File: src/rtl/decode_hazard_controller_if.sv
// decode_hazard_controller_if: fetch, execute-feedback and decode-side signals of the decode stage
interface decode_hazard_controller_if #(
    parameter int COUNTER_WIDTH = 16
);
    logic                     fetchValid;
    logic [31:0]              fetchInstruction;
    logic [31:0]              fetchPc;
    logic                     exValid;
    logic                     exMemRead;
    logic [4:0]               exRd;
    logic                     redirectValid;
    logic [31:0]              decodeInstruction;
    logic [31:0]              decodePc;
    logic                     decodeValid;
    logic                     pcStall;
    logic                     idExBubble;
    logic [COUNTER_WIDTH-1:0] stallCount;
    logic [COUNTER_WIDTH-1:0] flushCount;

    modport master (
        output fetchValid, fetchInstruction, fetchPc, exValid, exMemRead, exRd, redirectValid,
        input  decodeInstruction, decodePc, decodeValid, pcStall, idExBubble, stallCount, flushCount
    );

    modport slave (
        input  fetchValid, fetchInstruction, fetchPc, exValid, exMemRead, exRd, redirectValid,
        output decodeInstruction, decodePc, decodeValid, pcStall, idExBubble, stallCount, flushCount
    );
endinterface

File: src/rtl/decode_hazard_controller.sv
// decode_hazard_controller: IF/ID register with load-use stall, redirect squash/shadow and event counters
module decode_hazard_controller #(
    parameter int REDIRECT_SHADOW = 0,
    parameter int COUNTER_WIDTH   = 16
) (
    input logic                       clk,
    input logic                       resetN,
    decode_hazard_controller_if.slave bus
);
    localparam logic [31:0] NOP        = 32'h0000_0013;
    localparam logic [2:0]  SHADOW_LEN = 3'(REDIRECT_SHADOW);

    typedef enum logic [1:0] {RUN, STALL, SHADOW} state_t;

    state_t     state, state_n;
    logic [2:0] cnt, cnt_n;
    logic [6:0] op;
    logic [4:0] rs1, rs2;
    logic       uses_rs1, uses_rs2, hazard;
    logic       hold, squash;

    assign op       = bus.decodeInstruction[6:0];
    assign rs1      = bus.decodeInstruction[19:15];
    assign rs2      = bus.decodeInstruction[24:20];
    assign uses_rs1 = op inside {7'b0110011, 7'b0010011, 7'b0000011, 7'b0100011, 7'b1100011, 7'b1100111};
    assign uses_rs2 = op inside {7'b0110011, 7'b0100011, 7'b1100011};
    assign hazard   = bus.decodeValid & bus.exValid & bus.exMemRead & (bus.exRd != 5'd0) &
                      ((uses_rs1 & (rs1 == bus.exRd)) | (uses_rs2 & (rs2 == bus.exRd)));

    assign bus.pcStall    = hold;
    assign bus.idExBubble = hold | bus.redirectValid;

    // Next state: redirect beats everything, STALL never re-checks the hazard, SHADOW counts down
    always_comb begin
        state_n = state;
        cnt_n   = cnt;
        hold    = 1'b0;
        squash  = 1'b0;
        if (bus.redirectValid) begin
            squash  = 1'b1;
            cnt_n   = SHADOW_LEN;
            state_n = (REDIRECT_SHADOW > 0) ? SHADOW : RUN;
        end else if (state == SHADOW) begin
            squash  = 1'b1;
            cnt_n   = cnt - 3'd1;
            state_n = (cnt == 3'd1) ? RUN : SHADOW;
        end else if (state == STALL) begin
            state_n = RUN;
        end else if (hazard) begin
            hold    = 1'b1;
            state_n = STALL;
        end
    end

    // Sequencer state and shadow countdown
    always_ff @(posedge clk or negedge resetN) begin
        if (!resetN) begin
            state <= RUN;
            cnt   <= 3'd0;
        end else begin
            state <= state_n;
            cnt   <= cnt_n;
        end
    end

    // IF/ID register: holds on stall, takes a NOP when squashed or when fetch is empty
    always_ff @(posedge clk or negedge resetN) begin
        if (!resetN) begin
            bus.decodeInstruction <= NOP;
            bus.decodePc          <= 32'd0;
            bus.decodeValid       <= 1'b0;
        end else if (!hold) begin
            bus.decodeInstruction <= (squash || !bus.fetchValid) ? NOP : bus.fetchInstruction;
            bus.decodePc          <= squash ? 32'd0 : bus.fetchPc;
            bus.decodeValid       <= bus.fetchValid & ~squash;
        end
    end

    // Saturating stall and flush event counters
    always_ff @(posedge clk or negedge resetN) begin
        if (!resetN) begin
            bus.stallCount <= '0;
            bus.flushCount <= '0;
        end else begin
            if (hold && !(&bus.stallCount)) bus.stallCount <= bus.stallCount + 1'b1;
            if (bus.redirectValid && !(&bus.flushCount)) bus.flushCount <= bus.flushCount + 1'b1;
        end
    end
endmodule

File: src/flat_wrapper.sv
// flat-port wrapper written by rule: the top's interface ports become plain ports
module decode_hazard_controller_flat 
#(
    parameter int REDIRECT_SHADOW = 0,
    parameter int COUNTER_WIDTH   = 16
)
  (clk, resetN, bus_fetchValid, bus_fetchInstruction, bus_fetchPc, bus_exValid, bus_exMemRead, bus_exRd, bus_redirectValid, bus_decodeInstruction, bus_decodePc, bus_decodeValid, bus_pcStall, bus_idExBubble, bus_stallCount, bus_flushCount);
  decode_hazard_controller_if #(.COUNTER_WIDTH(COUNTER_WIDTH)) bus_i ();
  input logic clk;
  input logic resetN;
  input wire logic [$bits(bus_i.fetchValid)-1:0] bus_fetchValid;
  input wire logic [$bits(bus_i.fetchInstruction)-1:0] bus_fetchInstruction;
  input wire logic [$bits(bus_i.fetchPc)-1:0] bus_fetchPc;
  input wire logic [$bits(bus_i.exValid)-1:0] bus_exValid;
  input wire logic [$bits(bus_i.exMemRead)-1:0] bus_exMemRead;
  input wire logic [$bits(bus_i.exRd)-1:0] bus_exRd;
  input wire logic [$bits(bus_i.redirectValid)-1:0] bus_redirectValid;
  output wire logic [$bits(bus_i.decodeInstruction)-1:0] bus_decodeInstruction;
  output wire logic [$bits(bus_i.decodePc)-1:0] bus_decodePc;
  output wire logic [$bits(bus_i.decodeValid)-1:0] bus_decodeValid;
  output wire logic [$bits(bus_i.pcStall)-1:0] bus_pcStall;
  output wire logic [$bits(bus_i.idExBubble)-1:0] bus_idExBubble;
  output wire logic [$bits(bus_i.stallCount)-1:0] bus_stallCount;
  output wire logic [$bits(bus_i.flushCount)-1:0] bus_flushCount;
  assign bus_i.fetchValid = bus_fetchValid;
  assign bus_i.fetchInstruction = bus_fetchInstruction;
  assign bus_i.fetchPc = bus_fetchPc;
  assign bus_i.exValid = bus_exValid;
  assign bus_i.exMemRead = bus_exMemRead;
  assign bus_i.exRd = bus_exRd;
  assign bus_i.redirectValid = bus_redirectValid;
  assign bus_decodeInstruction = bus_i.decodeInstruction;
  assign bus_decodePc = bus_i.decodePc;
  assign bus_decodeValid = bus_i.decodeValid;
  assign bus_pcStall = bus_i.pcStall;
  assign bus_idExBubble = bus_i.idExBubble;
  assign bus_stallCount = bus_i.stallCount;
  assign bus_flushCount = bus_i.flushCount;
  decode_hazard_controller #(.REDIRECT_SHADOW(REDIRECT_SHADOW), .COUNTER_WIDTH(COUNTER_WIDTH)) u_core (.clk(clk), .resetN(resetN), .bus(bus_i));
endmodule
File: config.mk
export PLATFORM = sky130hd
export DESIGN_NAME = decode_hazard_controller_flat
export DESIGN_NICKNAME = d
export VERILOG_FILES = /design/src/rtl/decode_hazard_controller_if.sv /design/src/rtl/decode_hazard_controller.sv /design/src/flat_wrapper.sv
export SDC_FILE = /design/constraint.sdc
export NUM_CORES = 1
export LEC_CHECK = 0
export ABC_AREA = 1
export BUFFER_PORTS_ARGS = -buffer_cell sky130_fd_sc_hd__clkbuf_2
export CAP_MARGIN = 20
export CORE_UTILIZATION = 53
export DETAILED_ROUTE_END_ITERATION = 12
export PLACE_DENSITY_LB_ADDON = 0.08
export SYNTH_ARGS = -nofsm -noshare
export SYNTH_HDL_FRONTEND = slang
export SYNTH_SLANG_ARGS = --single-unit
export TNS_END_PERCENT = 5
File: constraint.sdc
create_clock -name clk -period 3.25 [get_ports clk]
set_input_delay 0 -clock clk [delete_from_list [all_inputs] [get_ports clk]]
set_output_delay 0 -clock clk [all_outputs]
set_load 0.02 [all_outputs]
==> impl_metrics.env, run 1 <==
export IMPL_grt_max_degree=69
export IMPL_ffs_latches_synth=102
export IMPL_total_power_mw=2.775
export IMPL_hold_path_endpoint="u_core.bus.stallCount[15]"
export IMPL_place_port_buffers=173
export IMPL_number_of_gates_resized_after_cts=0
export IMPL_num_vias=4612
export IMPL_dieArea_um2=9346
export IMPL_p_per_area_nw_per_um2=423.0
export IMPL_cts_tree="done"
export IMPL_final_nets=879
export IMPL_worst_endpoint_arrival_ns=2.61
export IMPL_initial_core_util_pct=54.74
export IMPL_synthesis_instances=562
export IMPL_dieWidth_um=96.68
export IMPL_synth_area_um2=4751
export IMPL_final_standard_cell_count_with_taps_included_and_fillers_excluded=910
export IMPL_worstSetupStartpointType="register"
export IMPL_synth_top_area_share_pct=52.15
export IMPL_crit_chain="nand2_1, nor2_2, nand3_1, nand2_1, nand3_1, nand2_2, nand3_4, inv_2, buf_12, clkbuf_2"
export IMPL_ys_async_sr_fraction_pct=100.0
export IMPL_leakagePower_nw=3.641
export IMPL_timing_hold_worst_start="bus_redirectValid"
export IMPL_grt_pass1_wl_mm=21.07
export IMPL_worstMarginPinSlew_ns=0.8555
export IMPL_reg2reg_depth=11
export IMPL_hold_crit_depth=4
export IMPL_final_common_cell="sky130_fd_sc_hd__nand2_1"
export IMPL_first_global_vias=4589
export IMPL_synthesis_yosys_warnings=0
export IMPL_post_route_min_period_ns=2.614
export IMPL_chipHeight_um=96.68
export IMPL_dpl_cell_count=829
export IMPL_cp_slowest_stage_delay_ns=0.54
export IMPL_r2r_slack_ns=0.96
export IMPL_worst_r2r_endpoint="u_core.bus.decodePc[12]"
export IMPL_gp_congestion=0.8420
export IMPL_final_setup_viol_count=0
export IMPL_gr_usage_all_layers_pct=27.76
export IMPL_route_detailed_wl_per_inst_um=13.87
export IMPL_r2r_start="u_core.bus.decodeInstruction[1]"
export IMPL_max_clock_path_buffers=2
export IMPL_synth_avg_cell_area_um2=8.453
export IMPL_hold_path_class="in -> reg"
export IMPL_hpwl_mm=8.302
export IMPL_rsz0062_at_grt="no"
export IMPL_number_of_detailed_route_iterations_in_the_first_pass=6
export IMPL_run_status="complete, no violations"
export IMPL_seq_area_frac_synth_pct=53.81
export IMPL_synth_top_flop_cell="sky130_fd_sc_hd__dfrtp_1"
export IMPL_layout_worst_path_cycle_share_pct=80.44
export IMPL_fillers=644
export IMPL_overflow=0
export IMPL_final_layout_size_suffix_gt1_share_pct=26.06
export IMPL_slew_violations=0
export IMPL_cts_h_tree_depth=3
export IMPL_wirelength_mm=12.62
export IMPL_area_delta_synth_final_pct=38.08
export IMPL_worst_slew_margin_rel_pct=42.96
export IMPL_irDropWorstVdd_mv=0.2241
export IMPL_final_core_util_pct=75.59
export IMPL_setup_worst_path_class="reg -> out"
export IMPL_drt_antenna_violating_nets=0
export IMPL_pin_count=174
export IMPL_timing_max_cap_violations=0
export IMPL_final_setup_skew_ns=0.01294
export IMPL_timing_fmax_mhz=382.5
export IMPL_drt_initial_drc_count=170
export IMPL_final_hold_violation_count=0
export IMPL_most_common_layout_cells="sky130_fd_sc_hd__nand2_1, sky130_fd_sc_hd__clkbuf_2, sky130_fd_sc_hd__dfrtp_1"
export IMPL_setup_tns_ns=0
export IMPL_postSynthNetCount=643
export IMPL_crit_fanout=45
export IMPL_clk_pin_slew_ns=0.09
export IMPL_synth_lib_cells_used_distinct=26
export IMPL_drt_drc_violations_left=0
export IMPL_rows=34
export IMPL_ys_top_cells_by_area="sky130_fd_sc_hd__dfrtp_1, sky130_fd_sc_hd__nand2_1, sky130_fd_sc_hd__nand3_1"
export IMPL_clk_latency_ns=0.36
export IMPL_fp_coreArea_um2=8678
export IMPL_synth_edf_count=0
export IMPL_antenna_violations_before_repair=0
export IMPL_cts_root_buffer_cell="sky130_fd_sc_hd__clkbuf_8"
export IMPL_synth_top_cell_by_area="sky130_fd_sc_hd__dfrtp_1"
export IMPL_post_cts_repair_setup_buffers=0
export IMPL_critPathSlowestCell="sky130_fd_sc_hd__dfstp_2"
export IMPL_cts_buffers=9
export IMPL_antenna_cells=0
export IMPL_worst_endpoint_required_ns=3.25
export IMPL_worst_setup_path_end_kind="output port"
export IMPL_drt_via_density=5.068
export IMPL_clkSinkCount=102
==> power by group <==
group	internal, mW	leakage, nW	switching [mW]
Sequential	1.35	1.33	0.0790
Combinational	0.208	2.20	0.282
Clock	0.433	0.107	0.420
Total	1.99	3.64	0.782
==> flip-flops by register name, indices dropped and copies added, names as in the netlist <==
| register | cells |
|---|---|
| u_core.bus.decodeValid | 1 |
| u_core.cnt | 3 |
| u_core.bus.flushCount | 16 |
| u_core.bus.decodeInstruction | 32 |
| u_core.bus.decodePc | 32 |
| u_core.bus.stallCount | 16 |
| u_core.state | 2 |
==> per-layer routing <==
layer  up-vias  track usage [%]  wire (um)
met5         -                0          0
met1      2156            36.48       5505
met2       166            45.83       6038
li1       2256                -          -
met3        34            4.118        663
met4         0            12.28        411
==> area by class of cell <==
type	instances	area [um^2]	area share, %
Tap cell	108	135.1	2.060
Timing Repair Buffer	244	1579	24.07
Inverter	48	180.2	2.747
Clock buffer	10	127.6	1.945
Clock inverter	5	82.58	1.259
Multi-Input combinational cell	393	1899	28.95
Sequential cell	102	2556	38.97
==> timing repair <==
action                                  CTS  global route
endpoints found under the setup margin    0             0
hold endpoints to repair                132             0
hold buffers                             66             0
==> how the worst max path moves through the flow <==
| stage | slack (ns) | depth (start not counted) | startpoint | endpoint |
|---|---|---|---|---|
| after floorplan | 1.48 | 11 | u_core.bus.decodeInstruction[1] | u_core.bus.decodeInstruction[13] |
| after CTS | 0.63 | 10 | u_core.bus.decodeInstruction[0] | bus_pcStall |
| after global routing | 0.41 | 10 | u_core.bus.decodeInstruction[1] | bus_pcStall |
| final | 0.64 | 10 | u_core.bus.decodeInstruction[1] | bus_pcStall |
| after global placement | 1.03 | 8 | u_core.state[0] | u_core.bus.decodeInstruction[1] |
| after detailed placement | 0.99 | 9 | u_core.state[0] | u_core.bus.decodeInstruction[16] |
==> logic make-up (layout without fill, tap and decap cells) <==
kind of cell	after synthesis	count (layout)	share of synthesized area [%]
DFF	102	102	53.81
adders and majority gates	6	6	1.580
AOI/OAI and AO/OA	11	11	1.211
buffers and inverters	67	307	6.216
xor gates and xnor gates	27	27	4.978
and+or+nand+nor	349	349	32.21
==> Yosys cell counts, types with 6 or more instances <==
master,number
sky130_fd_sc_hd__nand4_1,11
sky130_fd_sc_hd__o21ai_0,8
sky130_fd_sc_hd__nor2_1,36
sky130_fd_sc_hd__dfrtp_1,99
sky130_fd_sc_hd__nor3_1,12
sky130_fd_sc_hd__nand3_1,87
sky130_fd_sc_hd__xor2_1,18
sky130_fd_sc_hd__inv_1,46
sky130_fd_sc_hd__nand2_1,188
sky130_fd_sc_hd__buf_2,8
sky130_fd_sc_hd__ha_1,6
sky130_fd_sc_hd__xnor2_1,9
==> through the flow <==
step	instance area [um^2]	setup WS [ns]	hold slack, ns
6_report	6560	0.6357	0.04841
5_1_grt	6560	0.4080	0.07106
4_1_cts	6560	0.6316	0.04248
3_5_place_dp	5689	0.9869	0.1708
3_3_place_gp	5689	1.028	0.1627
2_1_floorplan	4751	1.480	-0.2956
==> critical path, delay by kind of cell, from the launching register on <==
kind | cells | cell delay (ns)
buffers and inverters | 3 | 0.81
DFF | 1 | 0.54
and+or+nand+nor | 7 | 0.89
(Power assumes the default switching activity.)
==> run 2, diff against run 1 <==
- ABC_AREA: 1 -> 0
- CORE_UTILIZATION: 53 -> 44
- clock period: 3.25 -> 2.3 ns (I/O delays scaled with it)
==> impl_metrics.env, run 2 <==
export IMPL_timing_hold_ws_ns=0.1479
export IMPL_worst_setup_path_end_kind="register"
export IMPL_seq_area_frac_synth_pct=55.88
export IMPL_area_delta_synth_final_pct=45.62
export IMPL_irDropWorstVdd_mv=0.3050
export IMPL_register_area_um2=2556
export IMPL_highest_layer="met4"
export IMPL_synthesis_instances=473
export IMPL_dieArea_um2=10810
export IMPL_worst_slew_margin_rel_pct=61.69
export IMPL_synth_area_um2=4574
export IMPL_ys_async_sr_fraction_pct=100.0
export IMPL_initial_core_util_pct=46.16
export IMPL_synth_lib_cells_used_distinct=41
export IMPL_clock_power_share_pct=29.5
export IMPL_gp_congestion=0.8221
export IMPL_antenna_violations_before_repair=0
export IMPL_most_common_layout_cells="sky130_fd_sc_hd__clkbuf_2, sky130_fd_sc_hd__nand2_1, sky130_fd_sc_hd__dfrtp_1"
export IMPL_grt_max_degree=45
export IMPL_final_hold_violation_count=0
export IMPL_first_global_vias=4035
export IMPL_final_setup_skew_ns=0.01355
export IMPL_internal_power_mw=2.783
export IMPL_worst_setup_startpoint="u_core.bus.decodeInstruction[0]"
export IMPL_detailroute_wirelength_met3_um=550
export IMPL_worst_endpoint_required_ns=2.54
export IMPL_power_share_switching_pct=29.81
export IMPL_grt_pass1_wl_mm=19.84
export IMPL_leakagePower_nw=3.285
export IMPL_layout_worst_path_cycle_share_pct=98.56
export IMPL_post_synth_top_count_cell="sky130_fd_sc_hd__nand2_1"
export IMPL_clkSinkCount=102
export IMPL_power_frac_seq_pct=51.3
export IMPL_switching_power_mw=1.182
export IMPL_drt_antenna_violating_nets=0
export IMPL_drt_drc_violations_left=0
export IMPL_slew_violations=0
export IMPL_ys_top_cells_by_area="sky130_fd_sc_hd__dfrtp_1, sky130_fd_sc_hd__nand2_1, sky130_fd_sc_hd__o21ai_0"
export IMPL_synth_edf_count=0
export IMPL_dpl_worst_slack_ns=-0.005004
export IMPL_cts_buffers=9
export IMPL_cts_root_buffer_cell="sky130_fd_sc_hd__clkbuf_8"
export IMPL_max_clock_path_buffers=2
export IMPL_post_route_min_period_ns=2.267
export IMPL_ffs_latches_synth=102
export IMPL_synth_top_flop_cell="sky130_fd_sc_hd__dfrtp_1"
export IMPL_fp_coreArea_um2=9910
export IMPL_synth_top_cell_by_area="sky130_fd_sc_hd__dfrtp_1"
export IMPL_dr_wl_met2_mm=5.524
export IMPL_final_common_cell="sky130_fd_sc_hd__clkbuf_2"
export IMPL_wirelength_mm=11.76
export IMPL_gr_usage_all_layers_pct=22.78
export IMPL_timing_fmax_mhz=441.1
export IMPL_final_layout_size_suffix_gt1_share_pct=30.87
export IMPL_drt_via_density=4.895
export IMPL_p_per_area_nw_per_um2=595.1
export IMPL_crit_fanout=28
export IMPL_final_standard_cell_count_with_taps_included_and_fillers_excluded=865
export IMPL_synthesis_yosys_warnings=0
export IMPL_rows=36
export IMPL_antenna_cells=0
export IMPL_hpwl_mm=7.895
export IMPL_timing_max_cap_violations=0
export IMPL_setup_worst_path_class="reg -> reg"
export IMPL_final_setup_viol_count=0
export IMPL_biggestRegsByFlops="u_core.bus.decodeInstruction (32), u_core.bus.decodePc (32)"
export IMPL_r2r_start="u_core.bus.decodeInstruction[0]"
export IMPL_worstSetupStartpointType="register"
export IMPL_placedInstanceArea_um2=5684
export IMPL_drt_initial_drc_count=153
export IMPL_pin_count=174
export IMPL_final_nets=808
export IMPL_synth_avg_cell_area_um2=9.671
export IMPL_cts_h_tree_depth=3
export IMPL_setup_slack_ns=0.03319
export IMPL_fin_area_um2=6661
export IMPL_netlist_top_cells_count="sky130_fd_sc_hd__nand2_1, sky130_fd_sc_hd__dfrtp_1, sky130_fd_sc_hd__o21ai_0"
export IMPL_num_vias=4234
export IMPL_route_detailed_wl_per_inst_um=13.60
export IMPL_multi_input_area_um2=1888
export IMPL_postSynthNetCount=554
export IMPL_chipHeight_um=104.0
export IMPL_overflow=0
export IMPL_cts_tree="done"
export IMPL_worst_endpoint_arrival_ns=2.50
export IMPL_clk_latency_ns=0.37
export IMPL_synth_top_area_share_pct=54.16
export IMPL_number_of_detailed_route_iterations_in_the_first_pass=4
export IMPL_clk_pin_slew_ns=0.10
export IMPL_hold_path_class="in -> async"
export IMPL_pwr_share_comb_pct=19.2
export IMPL_worstMarginPinSlew_ns=0.5747
export IMPL_rsz0062_at_grt="yes"
export IMPL_fillers=827
export IMPL_dieWidth_um=104.0
export IMPL_place_port_buffers=173
export IMPL_setup_tns_ns=0
export IMPL_run_status="complete, no violations"
export IMPL_dpl_cell_count=773
export IMPL_met1Wirelength_mm=5.412
## run 2: path summary, 6_finish.rpt
| kind | cells past startpoint | slack (ns) | end |
|---|---|---|---|
| max | 7 | 0.03 | u_core.bus.decodePc[23] |
| min | 2 | 0.15 | u_core.bus.decodeInstruction[13] |
| max reg2reg | 7 | 0.03 | u_core.bus.decodePc[23] |
| min reg2reg | 2 | 0.48 | u_core.bus.decodePc[26] |
| max in group asynchronous | 3 | 1.30 | u_core.bus.decodePc[26] |
| min in group clk | 5 | 0.27 | u_core.bus.decodeInstruction[2] |
## run 2: per-layer routing
metal  global-route usage, %  up-vias
met5                       0        -
met4                   9.082        0
met3                   3.258       20
met2                   37.10      133
met1                   30.72     1990
li1                        -     2091
## run 2: cell type report
type | count | area share, %
Sequential cell | 102 | 38.37
Multi-Input combinational cell | 337 | 28.34
Timing Repair Buffer | 266 | 27.16
Tap cell | 133 | 2.498
Clock buffer | 12 | 2.179
Clock inverter | 4 | 0.8264
Inverter | 11 | 0.6198
## run 2: timing repair
| item | CTS | global route |
|---|---|---|
| hold buffers | 67 | 0 |
| gates resized for setup | 2 | 28 |
| setup endpoints to repair | 4 | 54 |
| hold endpoints to repair | 108 | 0 |
| pin swaps | 0 | 2 |
| setup buffers | 0 | 9 |
## run 2: cell families after synthesis
| family | after synthesis | share of synthesized area, % |
|---|---|---|
| AO/OA/AOI/OAI | 76 | 9.135 |
| XOR/XNOR | 38 | 7.276 |
| adder cells (fa/ha/maj) | 6 | 1.641 |
| buffers and inverters | 34 | 3.911 |
| flip-flops | 102 | 55.88 |
| multiplexers | 4 | 0.9573 |
| AND/OR/NAND/NOR | 213 | 21.20 |
## run 2: worst max-delay path, stage by stage (launching register included)
cell	delay, ns
sky130_fd_sc_hd__dfstp_2	0.54
sky130_fd_sc_hd__nand3b_1	0.08
sky130_fd_sc_hd__or4_1	0.53
sky130_fd_sc_hd__nand4bb_4	0.22
sky130_fd_sc_hd__a211oi_4	0.30
sky130_fd_sc_hd__buf_12	0.19
sky130_fd_sc_hd__buf_12	0.16
sky130_fd_sc_hd__o21ai_0	0.11
## run 2: power by group through the flow
stage | Sequential [mW] | Clock (mW) | Combinational (mW)
floorplan | 2.19 | 0 | 0.233
global placement | 2.06 | 0 | 0.653
detailed placement | 2.07 | 0 | 0.661
CTS | 2.03 | 1.20 | 0.756
global route | 2.06 | 1.27 | 0.839
finish | 2.03 | 1.17 | 0.760
## run 2: per-stage QoR
| stage | power [mW] | utilization (%) |
|---|---|---|
| finish | 3.964 | 67.22 |
| global route | 4.164 | 67.22 |
| CTS | 3.987 | 66.35 |
| detailed placement | 2.727 | 57.36 |
| global placement | 2.716 | 57.36 |
| floorplan | 2.419 | - |
